==> src/rtl/riscv_pkg.sv <==
// riscv_pkg: shared core constants, RV32I opcodes and fetch state encoding.
package riscv_pkg;
  localparam int XLEN = 32;
  localparam logic [XLEN-1:0] RESET_PC = 32'h0000_0000;
  localparam logic [31:0] NOP_INSTR = 32'h0000_0013;
  localparam logic [6:0] OP_LUI    = 7'b0110111;
  localparam logic [6:0] OP_AUIPC  = 7'b0010111;
  localparam logic [6:0] OP_JAL    = 7'b1101111;
  localparam logic [6:0] OP_JALR   = 7'b1100111;
  localparam logic [6:0] OP_BRANCH = 7'b1100011;
  localparam logic [6:0] OP_LOAD   = 7'b0000011;
  localparam logic [6:0] OP_STORE  = 7'b0100011;
  localparam logic [6:0] OP_IMM    = 7'b0010011;
  localparam logic [6:0] OP_REG    = 7'b0110011;
  typedef enum logic [1:0] {
    FETCH_IDLE,
    FETCH_REQ,
    FETCH_WAIT,
    FETCH_FULL
  } fetch_state_e;
endpackage

==> src/rtl/instruction_fetch_unit_if.sv <==
// instruction_fetch_unit_if: instruction memory request/response channel.
interface instruction_fetch_unit_if;
  logic                        imem_req_valid;
  logic [riscv_pkg::XLEN-1:0]  imem_req_addr;
  logic                        imem_req_ready;
  logic                        imem_rsp_valid;
  logic [31:0]                 imem_rsp_data;
  modport master (
    output imem_req_valid, imem_req_addr,
    input  imem_req_ready, imem_rsp_valid, imem_rsp_data
  );
  modport slave (
    input  imem_req_valid, imem_req_addr,
    output imem_req_ready, imem_rsp_valid, imem_rsp_data
  );
endinterface

==> src/rtl/instruction_fetch_unit.sv <==
// instruction_fetch_unit: PC owner, single-outstanding imem fetch, skid-buffered IF/ID register.
module instruction_fetch_unit #(
  parameter int              XLEN     = riscv_pkg::XLEN,
  parameter logic [XLEN-1:0] RESET_PC = riscv_pkg::RESET_PC
) (
  input  logic                    clk,
  input  logic                    rst,
  instruction_fetch_unit_if.master imem,
  input  logic                    redirect_valid,
  input  logic [XLEN-1:0]         redirect_pc,
  input  logic                    stall,
  output logic                    id_valid,
  output logic [31:0]             id_instruction,
  output logic [6:0]              id_opcode,
  output logic [XLEN-1:0]         id_pc,
  output logic [XLEN-1:0]         id_pc_plus4,
  output logic                    id_illegal
);
  import riscv_pkg::*;
  fetch_state_e    r_state;
  logic [XLEN-1:0] r_pc;
  logic [XLEN-1:0] r_skid_pc;
  logic [31:0]     r_skid;
  logic            r_drop;
  logic            r_id_valid;
  logic [31:0]     r_id_instr;
  logic [XLEN-1:0] r_id_pc;
  logic [XLEN-1:0] r_id_pc4;
  logic            w_id_free;
  logic [XLEN-1:0] w_pc4;
  logic [XLEN-1:0] w_redirect_aligned;
  assign w_id_free          = !r_id_valid || !stall;
  assign w_pc4              = r_pc + XLEN'(4);
  assign w_redirect_aligned = redirect_pc & ~XLEN'(3);
  assign imem.imem_req_valid = r_state == FETCH_REQ;
  assign imem.imem_req_addr  = r_pc;
  assign id_valid       = r_id_valid;
  assign id_instruction = r_id_instr;
  assign id_opcode      = r_id_instr[6:0];
  assign id_pc          = r_id_pc;
  assign id_pc_plus4    = r_id_pc4;
  assign id_illegal     = r_id_valid && (r_id_instr[1:0] != 2'b11);
  // A redirect in WAIT without a response arms r_drop so the in-flight word is discarded later.
  always_ff @(posedge clk or posedge rst) begin
    if (rst) begin
      r_state    <= FETCH_IDLE;
      r_pc       <= RESET_PC;
      r_skid     <= NOP_INSTR;
      r_skid_pc  <= RESET_PC;
      r_drop     <= 1'b0;
      r_id_valid <= 1'b0;
      r_id_instr <= NOP_INSTR;
      r_id_pc    <= RESET_PC;
      r_id_pc4   <= RESET_PC + XLEN'(4);
    end else begin
      if (!stall) r_id_valid <= 1'b0;
      if (redirect_valid) begin
        r_pc       <= w_redirect_aligned;
        r_id_valid <= 1'b0;
        r_skid     <= NOP_INSTR;
        r_drop     <= (r_state == FETCH_WAIT) && !imem.imem_rsp_valid;
        r_state    <= (r_state == FETCH_WAIT && !imem.imem_rsp_valid) ? FETCH_WAIT : FETCH_REQ;
      end else begin
        case (r_state)
          FETCH_IDLE: r_state <= FETCH_REQ;
          FETCH_REQ:  if (imem.imem_req_ready) r_state <= FETCH_WAIT;
          FETCH_WAIT: if (imem.imem_rsp_valid) begin
            r_drop  <= 1'b0;
            r_state <= FETCH_REQ;
            if (!r_drop && w_id_free) begin
              r_id_valid <= 1'b1;
              r_id_instr <= imem.imem_rsp_data;
              r_id_pc    <= r_pc;
              r_id_pc4   <= w_pc4;
              r_pc       <= w_pc4;
            end else if (!r_drop) begin
              r_skid    <= imem.imem_rsp_data;
              r_skid_pc <= r_pc;
              r_pc      <= w_pc4;
              r_state   <= FETCH_FULL;
            end
          end
          FETCH_FULL: if (!stall) begin
            r_id_valid <= 1'b1;
            r_id_instr <= r_skid;
            r_id_pc    <= r_skid_pc;
            r_id_pc4   <= r_skid_pc + XLEN'(4);
            r_state    <= FETCH_REQ;
          end
          default: r_state <= FETCH_IDLE;
        endcase
      end
    end
  end
endmodule

==> src/flat_wrapper.sv <==
// flat-port wrapper written by rule: the top's interface ports become plain ports
module instruction_fetch_unit_flat import riscv_pkg::*;
#(
  parameter int              XLEN     = riscv_pkg::XLEN,
  parameter logic [XLEN-1:0] RESET_PC = riscv_pkg::RESET_PC
)
  (clk, rst, redirect_valid, redirect_pc, stall, id_valid, id_instruction, id_opcode, id_pc, id_pc_plus4, id_illegal, imem_imem_req_valid, imem_imem_req_addr, imem_imem_req_ready, imem_imem_rsp_valid, imem_imem_rsp_data);
  instruction_fetch_unit_if imem_i ();
  input  logic clk;
  input  logic rst;
  input  logic redirect_valid;
  input  logic [XLEN-1:0] redirect_pc;
  input  logic stall;
  output logic id_valid;
  output logic [31:0] id_instruction;
  output logic [6:0] id_opcode;
  output logic [XLEN-1:0] id_pc;
  output logic [XLEN-1:0] id_pc_plus4;
  output logic id_illegal;
  output wire logic [$bits(imem_i.imem_req_valid)-1:0] imem_imem_req_valid;
  output wire logic [$bits(imem_i.imem_req_addr)-1:0] imem_imem_req_addr;
  input wire logic [$bits(imem_i.imem_req_ready)-1:0] imem_imem_req_ready;
  input wire logic [$bits(imem_i.imem_rsp_valid)-1:0] imem_imem_rsp_valid;
  input wire logic [$bits(imem_i.imem_rsp_data)-1:0] imem_imem_rsp_data;
  assign imem_imem_req_valid = imem_i.imem_req_valid;
  assign imem_imem_req_addr = imem_i.imem_req_addr;
  assign imem_i.imem_req_ready = imem_imem_req_ready;
  assign imem_i.imem_rsp_valid = imem_imem_rsp_valid;
  assign imem_i.imem_rsp_data = imem_imem_rsp_data;
  instruction_fetch_unit #(.XLEN(XLEN), .RESET_PC(RESET_PC)) u_core (.clk(clk), .rst(rst), .imem(imem_i), .redirect_valid(redirect_valid), .redirect_pc(redirect_pc), .stall(stall), .id_valid(id_valid), .id_instruction(id_instruction), .id_opcode(id_opcode), .id_pc(id_pc), .id_pc_plus4(id_pc_plus4), .id_illegal(id_illegal));
endmodule
==> config.mk <==
export PLATFORM = sky130hd
export DESIGN_NAME = instruction_fetch_unit_flat
export DESIGN_NICKNAME = d
export VERILOG_FILES = /design/src/rtl/riscv_pkg.sv /design/src/rtl/instruction_fetch_unit_if.sv /design/src/rtl/instruction_fetch_unit.sv /design/src/flat_wrapper.sv
export SDC_FILE = /design/constraint.sdc
export NUM_CORES = 1
export LEC_CHECK = 0
export CAP_MARGIN = 40
export CORE_ASPECT_RATIO = 0.8
export CORE_UTILIZATION = 45
export CTS_BUF_LIST = sky130_fd_sc_hd__clkbuf_16
export DETAILED_ROUTE_END_ITERATION = 16
export GPL_TIMING_DRIVEN = 0
export PLACE_DENSITY = 0.75
export SYNTH_ARGS = -nofsm -noshare
export SYNTH_HDL_FRONTEND = slang
export SYNTH_SLANG_ARGS = --single-unit
export TNS_END_PERCENT = 100
==> constraint.sdc <==
create_clock -name clk -period 7.39 [get_ports clk]
set_input_delay 2.217 -clock clk [delete_from_list [all_inputs] [get_ports clk]]
set_output_delay 2.217 -clock clk [all_outputs]
set_load 0.01 [all_outputs]
==> impl_metrics.env, run 1 <==
export IMPL_status="finished, final reports clean"
export IMPL_path_class="in2reg"
export IMPL_p_per_area_nw_per_um2=277
export IMPL_start_util_pct=46.5
export IMPL_cts_tree="done"
export IMPL_layout_commonest_cell="nand2_1"
export IMPL_wirelength_um=29800
export IMPL_cp_end_kind="flop"
export IMPL_num_rows=47
export IMPL_gr_usage_met2_pct=41.6
export IMPL_p_leak_nw=5.21
export IMPL_nets=1342
export IMPL_initialDrtViolationCount=899
export IMPL_routed_via_count=8655
export IMPL_fmax_ghz=0.209
export IMPL_yosysWarnings=0
export IMPL_numPortBuffers=199
export IMPL_routedWlPerCell_um=19.2
export IMPL_met3_usage_pct=5.90
export IMPL_grt_max_degree=114
export IMPL_n_antenna_cell=0
export IMPL_synth_edff_count=0
export IMPL_drv_cap=0
export IMPL_hpwl_um=21400
export IMPL_hold_path_class="reg2reg"
export IMPL_synth_seq_cells=188
export IMPL_slew_viol_final=0
export IMPL_period_share_pct=64.6
export IMPL_cts_sinks=188
export IMPL_chipWidth_um=167
export IMPL_ys_flop_type="dfrtp_1"
export IMPL_worst_setup_path_start_kind="primary input"
export IMPL_place_congestion=0.914
export IMPL_first_pass_iters=5
export IMPL_grt_most_used_layer="met2"
export IMPL_detail_route_antenna_nets=0
export IMPL_finalSetupViolCount=0
export IMPL_mostFrequentLayoutCells="210 x nand2_1, 199 x clkdlybuf4s50_1, 181 x dfrtp_1, 109 x o21ai_0, 71 x mux2i_1"
export IMPL_design_area_um2=12800
export IMPL_fin_skew_ps=10.8
export IMPL_dpl_cell_area_um2=12200
export IMPL_p_total_mw=3.53
export IMPL_htreeDepth=4
export IMPL_ios=208
export IMPL_clock_root_buffer="clkbuf_16"
export IMPL_routed_via_density=5.59
export IMPL_die_area_um2=22300
export IMPL_nFillCells=1771
export IMPL_cp_arrival_ps=5150
export IMPL_synth_cell_types=51
export IMPL_area_growth_pct=30.5
export IMPL_rsz0062_at_grt="no"
export IMPL_ctsResizeCount=0
export IMPL_drcViolationCount=0
export IMPL_instances_no_fill=1548
export IMPL_first_global_vias=8405
export IMPL_slew_headroom_pct=35.3
export IMPL_grtUsageTotal_pct=27.4
export IMPL_worstPathRequired_ps=7760
export IMPL_fin_crit_ps=4780
export IMPL_path_clk_slew_ps=80
export IMPL_worst_slew_pin_slew_ps=961
export IMPL_synthArstFlopShare_pct=100
export IMPL_grt_ovfl_total=0
export IMPL_clk_latency_ps=450
export IMPL_die_h_um=134
export IMPL_grtUsageMet1_pct=39.7
export IMPL_yosysSeqAreaShare_pct=48.2
export IMPL_finish_utilization_pct=60.7
export IMPL_cts_setup_buffers=0
export IMPL_antenna_found_initial=0
export IMPL_dp_cells=1516
export IMPL_netlist_area_um2=9770
export IMPL_core_um2=21000
export IMPL_layout_drive_gt1_share_pct=9.23
export IMPL_grt_pass1_wl_um=47100
export IMPL_synth_area_per_cell_um2=9.40
export IMPL_numCtsBuffers=17
export IMPL_clock_path_buffers=2
export IMPL_syn_inst=1039
export IMPL_path_max_fanout=10
export IMPL_final_hold_viol_count=0
export IMPL_worst_ir_drop_vdd_mv=0.137
export IMPL_hold_buffers=0
## stage by stage
step	setup slack, ps	setup TNS, ps	hold WS (ps)
3_3_place_gp	-2570	-465750	449
2_1_floorplan	70.8	0	464
5_1_grt	2460	0	491
3_5_place_dp	2190	0	457
6_report	2610	0	462
4_1_cts	2650	0	469
## cell type report
cell class | instances | area (um^2) | area share [%]
buffer | 98 | 443 | 3.47
clock inverter | 15 | 153 | 1.20
multi-input combinational | 745 | 4590 | 36.0
tap | 269 | 337 | 2.64
inverter | 13 | 56.3 | 0.442
sequential | 188 | 4710 | 37.0
clock buffer | 17 | 425 | 3.34
timing repair buffer | 203 | 2040 | 16.0
## sequential cells by signal (all words and copies together), names as in the netlist
register                   cells
u_core.id_pc                  30
u_core.r_drop                  1
u_core.r_state                 2
u_core.id_valid                1
u_core.id_pc_plus4            30
u_core.id_instruction         32
u_core.imem.imem_req_addr     30
u_core.r_skid                 32
u_core.r_skid_pc              30
## critical path, stage by stage
cell,delay (ps)
clkdlybuf4s50_1,610
nand2_1,160
a31oi_1,280
or3_1,140
clkbuf_1,420
clkbuf_1,530
clkbuf_1,550
nand2_1,130
o21ai_0,90
## cells in the mapped netlist, drive strengths merged, types with 18 or more instances
| master | count | area [um^2] |
|---|---|---|
| nand2 | 210 | 788 |
| dfrtp | 181 | 4530 |
| o21ai | 115 | 576 |
| mux2i | 71 | 711 |
| clkbuf | 62 | 233 |
| xnor2 | 44 | 385 |
| a21oi | 37 | 185 |
| buf | 36 | 210 |
| mux2 | 34 | 383 |
| nor2 | 29 | 109 |
| nor3 | 29 | 145 |
| xor2 | 26 | 228 |
| nand4 | 25 | 190 |
| nand3 | 20 | 100 |
| nor4 | 18 | 119 |
## worst paths after layout
kind	startpoint	end	slack, ps	cells after the start
setup / recovery	stall	u_core.id_pc_plus4[14]	2610	9
hold / removal	u_core.id_pc_plus4[2]	u_core.id_pc_plus4[2]	460	2
setup reg to reg	u_core.r_state[0]	u_core.id_pc_plus4[14]	4240	10
hold reg to reg	u_core.id_pc_plus4[2]	u_core.id_pc_plus4[2]	460	2
max in group asynchronous	rst	u_core.r_skid_pc[29]	4180	3
min in group asynchronous	rst	u_core.id_instruction[3]	2330	2
## layer usage
metal  vias up  routed length (um)
met5         -                   0
met4         0                 561
met3        45                2050
met2       331               13300
met1      4245               13900
li1       4034                   -
## report_power, final
group | internal, mW | total, mW | switching (mW)
Sequential | 1.27 | 1.44 | 0.176
Clock | 0.477 | 0.925 | 0.448
Combinational | 0.629 | 1.16 | 0.532
## kinds of logic after synthesis
logic type,share of synthesized area [%]
DFF,48.2
AOI/OAI and AO/OA,11.0
adders and majority gates,0.768
other,0.0384
xor gates and xnor gates,6.27
buffers and inverters,5.03
and+or+nand+nor,17.5
muxes,11.2
Note: power is estimated with default switching activity, not from simulation.
==> run 2, diff against run 1 <==
--- a/config.mk
+++ b/config.mk
@@ -11,7 +11,7 @@
 export CTS_BUF_LIST = sky130_fd_sc_hd__clkbuf_16
 export DETAILED_ROUTE_END_ITERATION = 16
 export GPL_TIMING_DRIVEN = 0
-export PLACE_DENSITY = 0.75
+export PLACE_DENSITY = 0.72
 export SYNTH_ARGS = -nofsm -noshare
 export SYNTH_HDL_FRONTEND = slang
 export SYNTH_SLANG_ARGS = --single-unit
==> constraint.sdc (replaced) <==
create_clock -name clk -period 4.5 [get_ports clk]
set_input_delay 1.35 -clock clk [delete_from_list [all_inputs] [get_ports clk]]
set_output_delay 1.35 -clock clk [all_outputs]
set_load 0.01 [all_outputs]
==> impl_metrics.env, run 2 (synthesized netlist as in run 1, its figures left out) <==
export IMPL_path_max_fanout=10
export IMPL_place_congestion=0.919
export IMPL_path_clk_slew_ps=80
export IMPL_p_per_area_nw_per_um2=450
export IMPL_grtUsageTotal_pct=26.9
export IMPL_slew_headroom_pct=35.7
export IMPL_die_h_um=134
export IMPL_cp_startpoint="stall"
export IMPL_cp_cell_sequence="clkdlybuf4s50_1, nand2_1, a31oi_1, or3_1, clkbuf_1, clkbuf_1, clkbuf_1, o221ai_1"
export IMPL_htreeDepth=4
export IMPL_fin_crit_ps=4000
export IMPL_cp_end_kind="flop"
export IMPL_routed_via_count=8617
export IMPL_layout_commonest_cell="nand2_1"
export IMPL_numPortBuffers=199
export IMPL_layout_drive_gt1_share_pct=9.36
export IMPL_reg2reg_from="u_core.r_state[0]"
export IMPL_path_buf_inv=4
export IMPL_p_leak_nw=5.23
export IMPL_path_class="in2reg"
export IMPL_whs_endpoint="u_core.id_pc_plus4[2]"
export IMPL_ios=208
export IMPL_first_pass_iters=5
export IMPL_routed_via_density=5.56
export IMPL_r2r_end="u_core.id_pc_plus4[24]"
export IMPL_grt_max_degree=39
export IMPL_ctsResizeCount=0
export IMPL_nets=1345
export IMPL_grt_pass1_wl_um=46500
export IMPL_routedWlPerCell_um=19.1
export IMPL_n_antenna_cell=0
export IMPL_antenna_found_initial=0
export IMPL_max_stage_delay_ps=620
export IMPL_start_util_pct=46.5
export IMPL_timing_final_ws_setup_ps=503
export IMPL_cts_sinks=188
export IMPL_clk_latency_ps=450
export IMPL_finalSetupViolCount=0
export IMPL_slew_viol_final=0
export IMPL_grt_ovfl_total=0
export IMPL_cts_setup_buffers=0
export IMPL_period_share_pct=88.8
export IMPL_chipWidth_um=167
export IMPL_area_growth_pct=31.1
export IMPL_wirelength_um=29700
export IMPL_status="finished, final reports clean"
export IMPL_reg2reg_depth=9
export IMPL_worst_setup_path_start_kind="primary input"
export IMPL_holdWs_ps=462
export IMPL_dpl_cell_area_um2=12200
export IMPL_drv_cap=0
export IMPL_hold_path_class="reg2reg"
export IMPL_worstHoldStart="u_core.id_pc_plus4[2]"
export IMPL_clock_root_buffer="clkbuf_16"
export IMPL_core_um2=21000
export IMPL_fin_skew_ps=13.3
export IMPL_crit_top_cell="clkbuf_1"
export IMPL_final_hold_viol_count=0
export IMPL_clock_path_buffers=2
export IMPL_detail_route_antenna_nets=0
export IMPL_worstPathRequired_ps=4800
export IMPL_initialDrtViolationCount=644
export IMPL_rsz0062_at_grt="no"
export IMPL_preCtsSetupSlack_ps=80.8
export IMPL_p_total_mw=5.77
export IMPL_die_area_um2=22300
export IMPL_hpwl_um=21800
export IMPL_drcViolationCount=0
export IMPL_num_rows=47
export IMPL_hold_buffers=0
export IMPL_r2r_slack_ps=1280
export IMPL_first_global_vias=8236
export IMPL_worst_ir_drop_vdd_mv=0.265
export IMPL_fmax_ghz=0.250
export IMPL_design_area_um2=12800
export IMPL_mostFrequentLayoutCells="210 x nand2_1, 199 x clkdlybuf4s50_1, 181 x dfrtp_1, 109 x o21ai_0, 71 x mux2i_1"
export IMPL_crit_slowest_cell="clkdlybuf4s50_1"
export IMPL_cts_tree="done"
export IMPL_numCtsBuffers=17
export IMPL_hold_path_depth=2
export IMPL_cp_arrival_ps=4300
export IMPL_crit_family="buffers and inverters"
export IMPL_worst_slew_pin_slew_ps=955
==> run 2: metrics by stage <==
stage                     setup TNS (ps)  std cells  utilization [%]
after floorplan                        0       1044                -
after global placement           -153530       1512             57.7
after detailed placement               0       1519             58.3
after CTS                              0       1551             61.0
after global routing                   0       1551             61.0
final                                  0       1551             61.0
==> run 2: tightest hold or removal path: stages, from the launching register on <==
cell and delay, ps:
dfstp_2 370, nand2_1 50, nand2_1 50
==> run 2: routing by layer <==
layer / part of all wire (%) / track usage, %
met1: 47 / 40.7
met2: 44 / 40.0
met3: 7.5 / 4.72
met4: 1.4 / 6.22
met5: 0 / 0
==> run 2: cell type report <==
class                           instances  area [um^2]
Fill cell                            1802         8190
Buffer                                 98          443
Inverter                               13         52.6
Timing Repair Buffer                  206         2100
Sequential cell                       188         4710
Clock buffer                           17          425
Multi-Input combinational cell        745         4590
Tap cell                              269          337
Clock inverter                         15          151
==> run 2: worst max path at each step <==
stage	to	slack, ps	depth (start not counted)
after CTS	u_core.id_pc_plus4[24]	560	8
after global placement	u_core.id_pc[23]	-870	2
after global routing	u_core.id_pc[12]	320	9
final	u_core.id_pc_plus4[24]	500	8
after floorplan	u_core.id_instruction[10]	740	1
after detailed placement	u_core.id_pc_plus4[24]	80	8
==> run 2: power breakdown <==
part           internal [mW]  total [mW]  leakage, nW  switching [mW]
Combinational           1.04        1.91         2.52           0.869
Sequential              2.08        2.37         2.44           0.288
Clock                  0.737        1.49        0.273           0.755
Total                   3.86        5.77         5.23            1.91
==> run 3, diff against run 2 <==
--- a/config.mk
+++ b/config.mk
@@ -12,6 +12,7 @@
 export DETAILED_ROUTE_END_ITERATION = 16
 export GPL_TIMING_DRIVEN = 0
 export PLACE_DENSITY = 0.72
+export SLEW_MARGIN = 5
 export SYNTH_ARGS = -nofsm -noshare
 export SYNTH_HDL_FRONTEND = slang
 export SYNTH_SLANG_ARGS = --single-unit
==> results of run 3 <==
No change in the layout: final DEF, timing and power equal those of run 2.
